[src/rtl/branch_unit_if.sv]
// Decode-to-branch-unit bundle: decoded branch request in, next-PC decision and stack status out.
interface branch_unit_if #(
  parameter int unsigned PC_COUNT_WIDTH = 6,
  parameter int unsigned STACK_DEPTH    = 4
);
  localparam int unsigned SpW = $clog2(STACK_DEPTH + 1);

  logic                      instr_valid;
  logic [2:0]                branch_op;
  logic [PC_COUNT_WIDTH-1:0] branch_target;
  logic                      acc_zero;
  logic [PC_COUNT_WIDTH-1:0] pc_count;
  logic                      jump_enable;
  logic [PC_COUNT_WIDTH-1:0] jump_value;
  logic [SpW-1:0]            stack_count;
  logic                      stack_overflow;
  logic                      stack_underflow;

  modport master (
    output instr_valid, branch_op, branch_target, acc_zero, pc_count,
    input  jump_enable, jump_value, stack_count, stack_overflow, stack_underflow
  );

  modport slave (
    input  instr_valid, branch_op, branch_target, acc_zero, pc_count,
    output jump_enable, jump_value, stack_count, stack_overflow, stack_underflow
  );
endinterface

[src/rtl/branch_unit.sv]
// Next-PC decision stage: resolves JMP/JZ/JNZ/CALL/RET combinationally and keeps a
// return-address stack with sticky overflow/underflow flags.
module branch_unit #(
  parameter int unsigned PC_COUNT_WIDTH = 6,
  parameter int unsigned STACK_DEPTH    = 4
) (
  input logic           clk,
  input logic           reset,
  branch_unit_if.slave  bus
);
  localparam int unsigned SpW = $clog2(STACK_DEPTH + 1);

  typedef logic [PC_COUNT_WIDTH-1:0] pc_t;

  pc_t            stack_q [STACK_DEPTH];
  logic [SpW-1:0] sp_q;
  logic           overflow_q, underflow_q;

  logic           full, empty;
  logic [SpW-1:0] top_idx;
  pc_t            top_val;
  pc_t            ret_addr;
  logic           jump_enable;
  pc_t            jump_value;
  logic           push, pop, set_ovf, set_udf;

  assign full     = (sp_q == SpW'(STACK_DEPTH));
  assign empty    = (sp_q == '0);
  assign top_idx  = sp_q - 1'b1;
  assign ret_addr = bus.pc_count + 1'b1;

  // Explicit mux keeps the index width independent of the array bound.
  always_comb begin
    top_val = '0;
    for (int i = 0; i < int'(STACK_DEPTH); i++) begin
      if (top_idx == SpW'(i)) top_val = stack_q[i];
    end
  end

  always_comb begin
    jump_enable = 1'b0;
    jump_value  = '0;
    push        = 1'b0;
    pop         = 1'b0;
    set_ovf     = 1'b0;
    set_udf     = 1'b0;
    if (reset && bus.instr_valid) begin
      case (bus.branch_op)
        3'b001: jump_enable = 1'b1;
        3'b010: jump_enable = bus.acc_zero;
        3'b011: jump_enable = ~bus.acc_zero;
        3'b100: begin
          jump_enable = ~full;
          push        = ~full;
          set_ovf     = full;
        end
        3'b101: begin
          jump_enable = ~empty;
          pop         = ~empty;
          set_udf     = empty;
        end
        default: jump_enable = 1'b0;
      endcase
      if (jump_enable) jump_value = pop ? top_val : bus.branch_target;
    end
  end

  always_ff @(posedge clk) begin
    if (!reset) begin
      sp_q        <= '0;
      overflow_q  <= 1'b0;
      underflow_q <= 1'b0;
      for (int i = 0; i < int'(STACK_DEPTH); i++) stack_q[i] <= '0;
    end else begin
      if (push) begin
        for (int i = 0; i < int'(STACK_DEPTH); i++) begin
          if (sp_q == SpW'(i)) stack_q[i] <= ret_addr;
        end
        sp_q <= sp_q + 1'b1;
      end else if (pop) begin
        sp_q <= sp_q - 1'b1;
      end
      if (set_ovf) overflow_q  <= 1'b1;
      if (set_udf) underflow_q <= 1'b1;
    end
  end

  assign bus.jump_enable     = jump_enable;
  assign bus.jump_value      = jump_value;
  assign bus.stack_count     = sp_q;
  assign bus.stack_overflow  = overflow_q;
  assign bus.stack_underflow = underflow_q;
endmodule

[src/flat_wrapper.sv]
// flat-port wrapper written by rule: the top's interface ports become plain ports
module branch_unit_flat 
#(
  parameter int unsigned PC_COUNT_WIDTH = 6,
  parameter int unsigned STACK_DEPTH    = 4
)
  (clk, reset, bus_instr_valid, bus_branch_op, bus_branch_target, bus_acc_zero, bus_pc_count, bus_jump_enable, bus_jump_value, bus_stack_count, bus_stack_overflow, bus_stack_underflow);
  branch_unit_if #(.PC_COUNT_WIDTH(PC_COUNT_WIDTH), .STACK_DEPTH(STACK_DEPTH)) bus_i ();
  input logic clk;
  input logic reset;
  input wire logic [$bits(bus_i.instr_valid)-1:0] bus_instr_valid;
  input wire logic [$bits(bus_i.branch_op)-1:0] bus_branch_op;
  input wire logic [$bits(bus_i.branch_target)-1:0] bus_branch_target;
  input wire logic [$bits(bus_i.acc_zero)-1:0] bus_acc_zero;
  input wire logic [$bits(bus_i.pc_count)-1:0] bus_pc_count;
  output wire logic [$bits(bus_i.jump_enable)-1:0] bus_jump_enable;
  output wire logic [$bits(bus_i.jump_value)-1:0] bus_jump_value;
  output wire logic [$bits(bus_i.stack_count)-1:0] bus_stack_count;
  output wire logic [$bits(bus_i.stack_overflow)-1:0] bus_stack_overflow;
  output wire logic [$bits(bus_i.stack_underflow)-1:0] bus_stack_underflow;
  assign bus_i.instr_valid = bus_instr_valid;
  assign bus_i.branch_op = bus_branch_op;
  assign bus_i.branch_target = bus_branch_target;
  assign bus_i.acc_zero = bus_acc_zero;
  assign bus_i.pc_count = bus_pc_count;
  assign bus_jump_enable = bus_i.jump_enable;
  assign bus_jump_value = bus_i.jump_value;
  assign bus_stack_count = bus_i.stack_count;
  assign bus_stack_overflow = bus_i.stack_overflow;
  assign bus_stack_underflow = bus_i.stack_underflow;
  branch_unit #(.PC_COUNT_WIDTH(PC_COUNT_WIDTH), .STACK_DEPTH(STACK_DEPTH)) u_core (.clk(clk), .reset(reset), .bus(bus_i));
endmodule
[config.mk]
export PLATFORM = sky130hd
export DESIGN_NAME = branch_unit_flat
export DESIGN_NICKNAME = d
export VERILOG_FILES = /design/src/rtl/branch_unit_if.sv /design/src/rtl/branch_unit.sv /design/src/flat_wrapper.sv
export SDC_FILE = /design/constraint.sdc
export NUM_CORES = 1
export LEC_CHECK = 0
export CORE_UTILIZATION = 25
export DETAILED_ROUTE_END_ITERATION = 7
export PLACE_DENSITY = 0.55
export SYNTH_ARGS = -nofsm -noshare
export SYNTH_HDL_FRONTEND = slang
export SYNTH_SLANG_ARGS = --single-unit
[constraint.sdc]
create_clock -name clk -period 2.07 [get_ports clk]
set_input_delay 0.414 -clock clk [delete_from_list [all_inputs] [get_ports clk]]
set_output_delay 0.414 -clock clk [all_outputs]
set_load 0.02 [all_outputs]
== Yosys cells after proc, flatten, opt, wreduce, memory -nomap -nowiden ==
Memory sizes are Yosys's and may differ from the RTL's.
Cells that the tools add are included.
W data, S select, Z words.
Word-level totals
  register bits: 5
  RAM bits: 24
  input bits: 19
  output and inout port bits: 12
  word-level logic and storage cells: 72
  memories kept: 1
Memory list
  u_core.stack_q: words 4, width 6, rd ports 4, clocked after memory_dff 0, write ports 4, RTL line branch_unit.sv:15  | pc_t stack_q [STACK_DEPTH];
Cells by class
  add/subtract/negate cells: 3
  eq/ne operators: 12
  mux-type cells: 42
  bitwise logic cells: 7
  reductions and logical operators: 4
Operators with widths (number)
  $mux W6: 11
  $mux W1: 28
  $eq A3 B2 Y1 const B: 6
  $eq A3 B1 Y1 const B: 3
  $eq A3 B3 Y1 const B: 3
  $add A6 B1 Y6 const B: 1
  $logic_not A3 Y1: 2
  $mux W3: 2
  $pmux W1 S5: 1
  $or A1 B1 Y1: 4
  $add A3 B1 Y3 const B: 1
  $not A1 Y1: 3
  $sub A3 B1 Y3 const B: 1
  $reduce_bool A2 Y1: 1
  $logic_and A1 B1 Y1: 1

== Logic depth before layout (Yosys ltp) ==
  depth after elaboration: 9
  mapped depth: 7
  depth with buffers taken out: 6

== Worst setup path before layout ==
No wires, ideal clock.
  kind: register to output
  from: register u_core.sp_q[1] (netlist: u_core.bus.stack_count[1])
  to: output bus_jump_value[0]
  data arrival time: 2.143 ns
  required time: 1.656 ns
  setup slack: -0.487 ns
  cell stages (with the launch flop): 8
  path buffers: 1
  path through: dfxtp_1 > inv_1 > ha_1 > buf_2 > nand2_1 > o21bai_2 > a221o_1 > a211oi_1
On the way
  word-level cells in the longest chain between the ends: 9
  elaborated cells on any way between the ends: 20
  those cells by class: add/sub: 1; eq/ne: 4; mux: 11; bitwise: 2; reduce/logical: 2
RTL lines
  start, declared: RTL line branch_unit.sv:16  | logic [SpW-1:0] sp_q;
  start signal, assigned: RTL line branch_unit.sv:79  | sp_q <= sp_q + 1'b1;
  start signal, assigned: RTL line branch_unit.sv:81  | sp_q <= sp_q - 1'b1;
  $sub A3 B1 Y3: RTL line branch_unit.sv:29  | assign top_idx = sp_q - 1'b1;
  $logic_not A3 Y1: RTL line branch_unit.sv:36  | if (top_idx == SpW'(i)) top_val = stack_q[i];
  $mux W6 (4 in a row): RTL line branch_unit.sv:36
  $mux W6: RTL line branch_unit.sv:64  | if (jump_enable) jump_value = pop ? top_val : bus.branch_target;
  $mux W6 (*): RTL line branch_unit.sv:64
  $mux W6 (*): RTL line branch_unit.sv:47  | if (reset && bus.instr_valid) begin
  end, declared: RTL line flat_wrapper.sv:17  | output wire logic [$bits(bus_i.jump_value)-1:0] bus_jump_value;
Every way passes the cells marked *; elsewhere a longest branch is shown, timed or not. The select of a mux whose other input is x is not followed.

== Worst setup path in the final report ==
  from: register u_core.sp_q[0] (netlist: u_core.bus.stack_count[0])
  to: output bus_jump_value[5]
Same word-level chain as after synthesis.

==> reports/results.txt <==
Max VDD drop - 0.211 mV
Final HPWL DP - 2.82 mm
Cells after Synth - 161
Req. time, crit path - 1.66 ns
Least-Margin Pin Slew - 0.384 ns
Final Skew - 0.00415 ns
Post-Synth XOR/XNOR Area - 0.0425
H-tree levels - 2
Setup_tns - -2.50 ns
Cell chain of the critical path - inv_4 > ha_4 > a311o_1 > a221o_2 > buf_4 > a211oi_4 > buf_6
Placeable core area - 0.00635 mm²
Final worst slack - -0.387 ns
Crit path time final - 2.46 ns
PD cells - 525 mW/mm²
Clk buf depth - 2
Worst slack at placement - -1.00 ns
Worst hold slack - 0.461 ns
Leakage Power - 0.993 nW
Hold crit path type - register to register
Reg area - 828 µm²
Post-Synth Adder-Cell Area - 0.0607
Max Cap Viol - 0
Crit Path Class - register to output port
CTS clock-pin slew for the worst setup and hold paths - 0.06 ns
Final Max Tran Viols - 0
Top-area cell type share of the netlist area - 0.437
Mean post-synth cell area - 10.3 µm²
Final Hold Vio Count - 0
Iteration-0 DRC Markers - 59
Fmax - 407 MHz
DIE AREA - 0.00693 mm²
Worst stage delay on the critical path - 0.44 ns
Total track usage - 0.108
Fin cells - 308
Vias per cell - 4.41
Top cells by area, synth - edfxtp_1 44%, nor2_1 7.5%, dfxtp_1 6.1%
Row Count - 29
Async SR Flop Fraction - 0
Vias in the first global route - 1328
Crit path DAT - 2.04 ns
Post-layout nets - 257
Multi-input logic area - 911 µm²
Design Power - 1.35 mW
CP Max Fanout - 7
Top-count cell post-synth - nor2_1
Synth Area in Compound Gates - 0.171
Clock root cell - clkbuf_8
Synth Area in Simple Gates - 0.187
# setup viols final - 7
Number of synthesized register bits - 29
ANT nets after route - 0
Mux contribution to synthesized area - 0
Cell Area, Placed - 0.00236 mm²
Filler cells - 639
Later-pin clock latency in the skew report - 0.28 ns
Unrepaired setup endpoints after global routing - true
Drc violations - 0
Synth cell count leaders - 33 x nor2_1, 24 x edfxtp_1, 14 x nand2_1
Placer Congestion - 0.792
Diodes inserted - 0
Fin crit share - 1.19
Vias - 1359
Sequential share of the synthesized area - 0.497
Grt total ovfl - 0
Hold buffers post-CTS - 0
Status - complete, but fails checks
CP max-delay cell - a221o_2
Number of antenna violations at the first check in global routing - 0
Ports - 31
Total CTS buffers - 5
EDFF count, synth - 24
Failing checks - negative setup slack
Placed cell count - 291
Clock tree sinks - 29
Final Instance Area - 0.00257 mm²
Die Height - 83.3 µm
Post-Route WL - 3.50 mm
Area Overhead vs Synth - 55.7%
Startpoint Class - register
Port Buffer Count - 30
Wire per inst - 11.4 µm
Layout cells sized above 1 - 0.355
Post-synth top area cell - edfxtp_1
Largest net degree at the start of global routing - 12
Yosys warns - 0
TritonCTS clock tree - done
Initial core utilization - 0.260
Main combinational cell family by area after synthesis - simple AND/OR/NAND/NOR gates
Critical Path End Type - output port
Synth Net Count - 188
First-pass GRT wire length - 5.99 mm
Top FF cell, synth - edfxtp_1
Relative slew slack - 0.742
Pre-antenna DRT Iters - 4
Fin util - 0.405
Mapped Area - 0.00165 mm²
Distinct cells, synth - 33
Die X - 83.3 µm
[cell usage in the layout, fill, tap and decap left out, types with 2 or more instances in the layout]
cell type / instances
clkinv_2: 2
inv_1: 3
inv_4: 2
nand2_1: 13
a32oi_2: 6
ha_2: 2
nand3_1: 4
nor2_1: 33
and3_1: 2
dlygate4sd2_1: 4
edfxtp_1: 24
buf_4: 38
xor2_1: 6
o21a_1: 2
buf_6: 8
xnor2_1: 2
dfxtp_1: 3
o21ai_0: 2
a21oi_1: 2
nor3_1: 2
nand3b_1: 2
clkbuf_8: 5
a221o_1: 6
a211oi_4: 6
nand2b_1: 7
dfxtp_4: 2
ha_1: 5
inv_2: 2
clkdlybuf4s50_1: 19
[power breakdown]
part           total (mW)  internal (mW)  switching (mW)  leakage [nW]
clock network       0.433          0.232           0.201        0.0450
logic               0.260          0.131           0.128         0.659
registers           0.658          0.650         0.00801         0.290
[registers in the layout, summed over array words and instances (netlist names)]
signal                      flops
u_core.bus.stack_underflow      1
u_core.bus.stack_overflow       1
u_core.bus.stack_count          3
u_core.stack_q                 24
[cells by family (layout without fill, tap and decap cells)]
kind of cell / after synthesis / after routing
AOI/OAI and AO/OA: 34 / 34
xor gates and xnor gates: 8 / 8
adders and majority gates: 8 / 8
buffers and inverters: 15 / 85
DFF: 29 / 29
and+or+nand+nor: 67 / 67
[final timing paths]
kind,slack [ns],from,cells past startpoint,end
worst max-delay path,-0.39,u_core.bus.stack_count[0],7,bus_jump_value[5]
worst min-delay path,0.46,u_core.bus.stack_underflow,1,u_core.bus.stack_underflow
worst max register to register,0.30,u_core.bus.stack_count[0],7,u_core.stack_q[3][1]
worst min register to register,0.46,u_core.bus.stack_underflow,1,u_core.bus.stack_underflow
[repair_timing]
item,4_1_cts,5_1_grt
resized for setup,55,2
endpoints found under the setup margin,7,7
pin swaps,12,1
setup buffers,3,6
endpoints found under the hold margin,0,0
[layout make-up]
type	instances	area share
tap	77	0.0375
timing repair buffer	70	0.241
clock buffer	6	0.0282
multi-input combinational	117	0.354
sequential	29	0.322
clock inverter	2	0.00389
inverter	7	0.0122
[layer usage]
metal	vias to the layer above	wire length [µm]	GRT usage	share of wire
met4	0	58	0.0470	0.017
li1	720	-	-	-
met2	29	1590	0.168	0.46
met1	605	1710	0.144	0.49
met3	5	137	0.0239	0.039
met5	-	0	0	0
[critical path: cells and delay by family (launching register included)]
family          cells  cell delay, ns
compound gates      3            0.91
buf+inv             3            0.36
flops               1            0.36
fa+ha+maj           1            0.15
No activity file was read; power rests on OpenSTA's default activity.
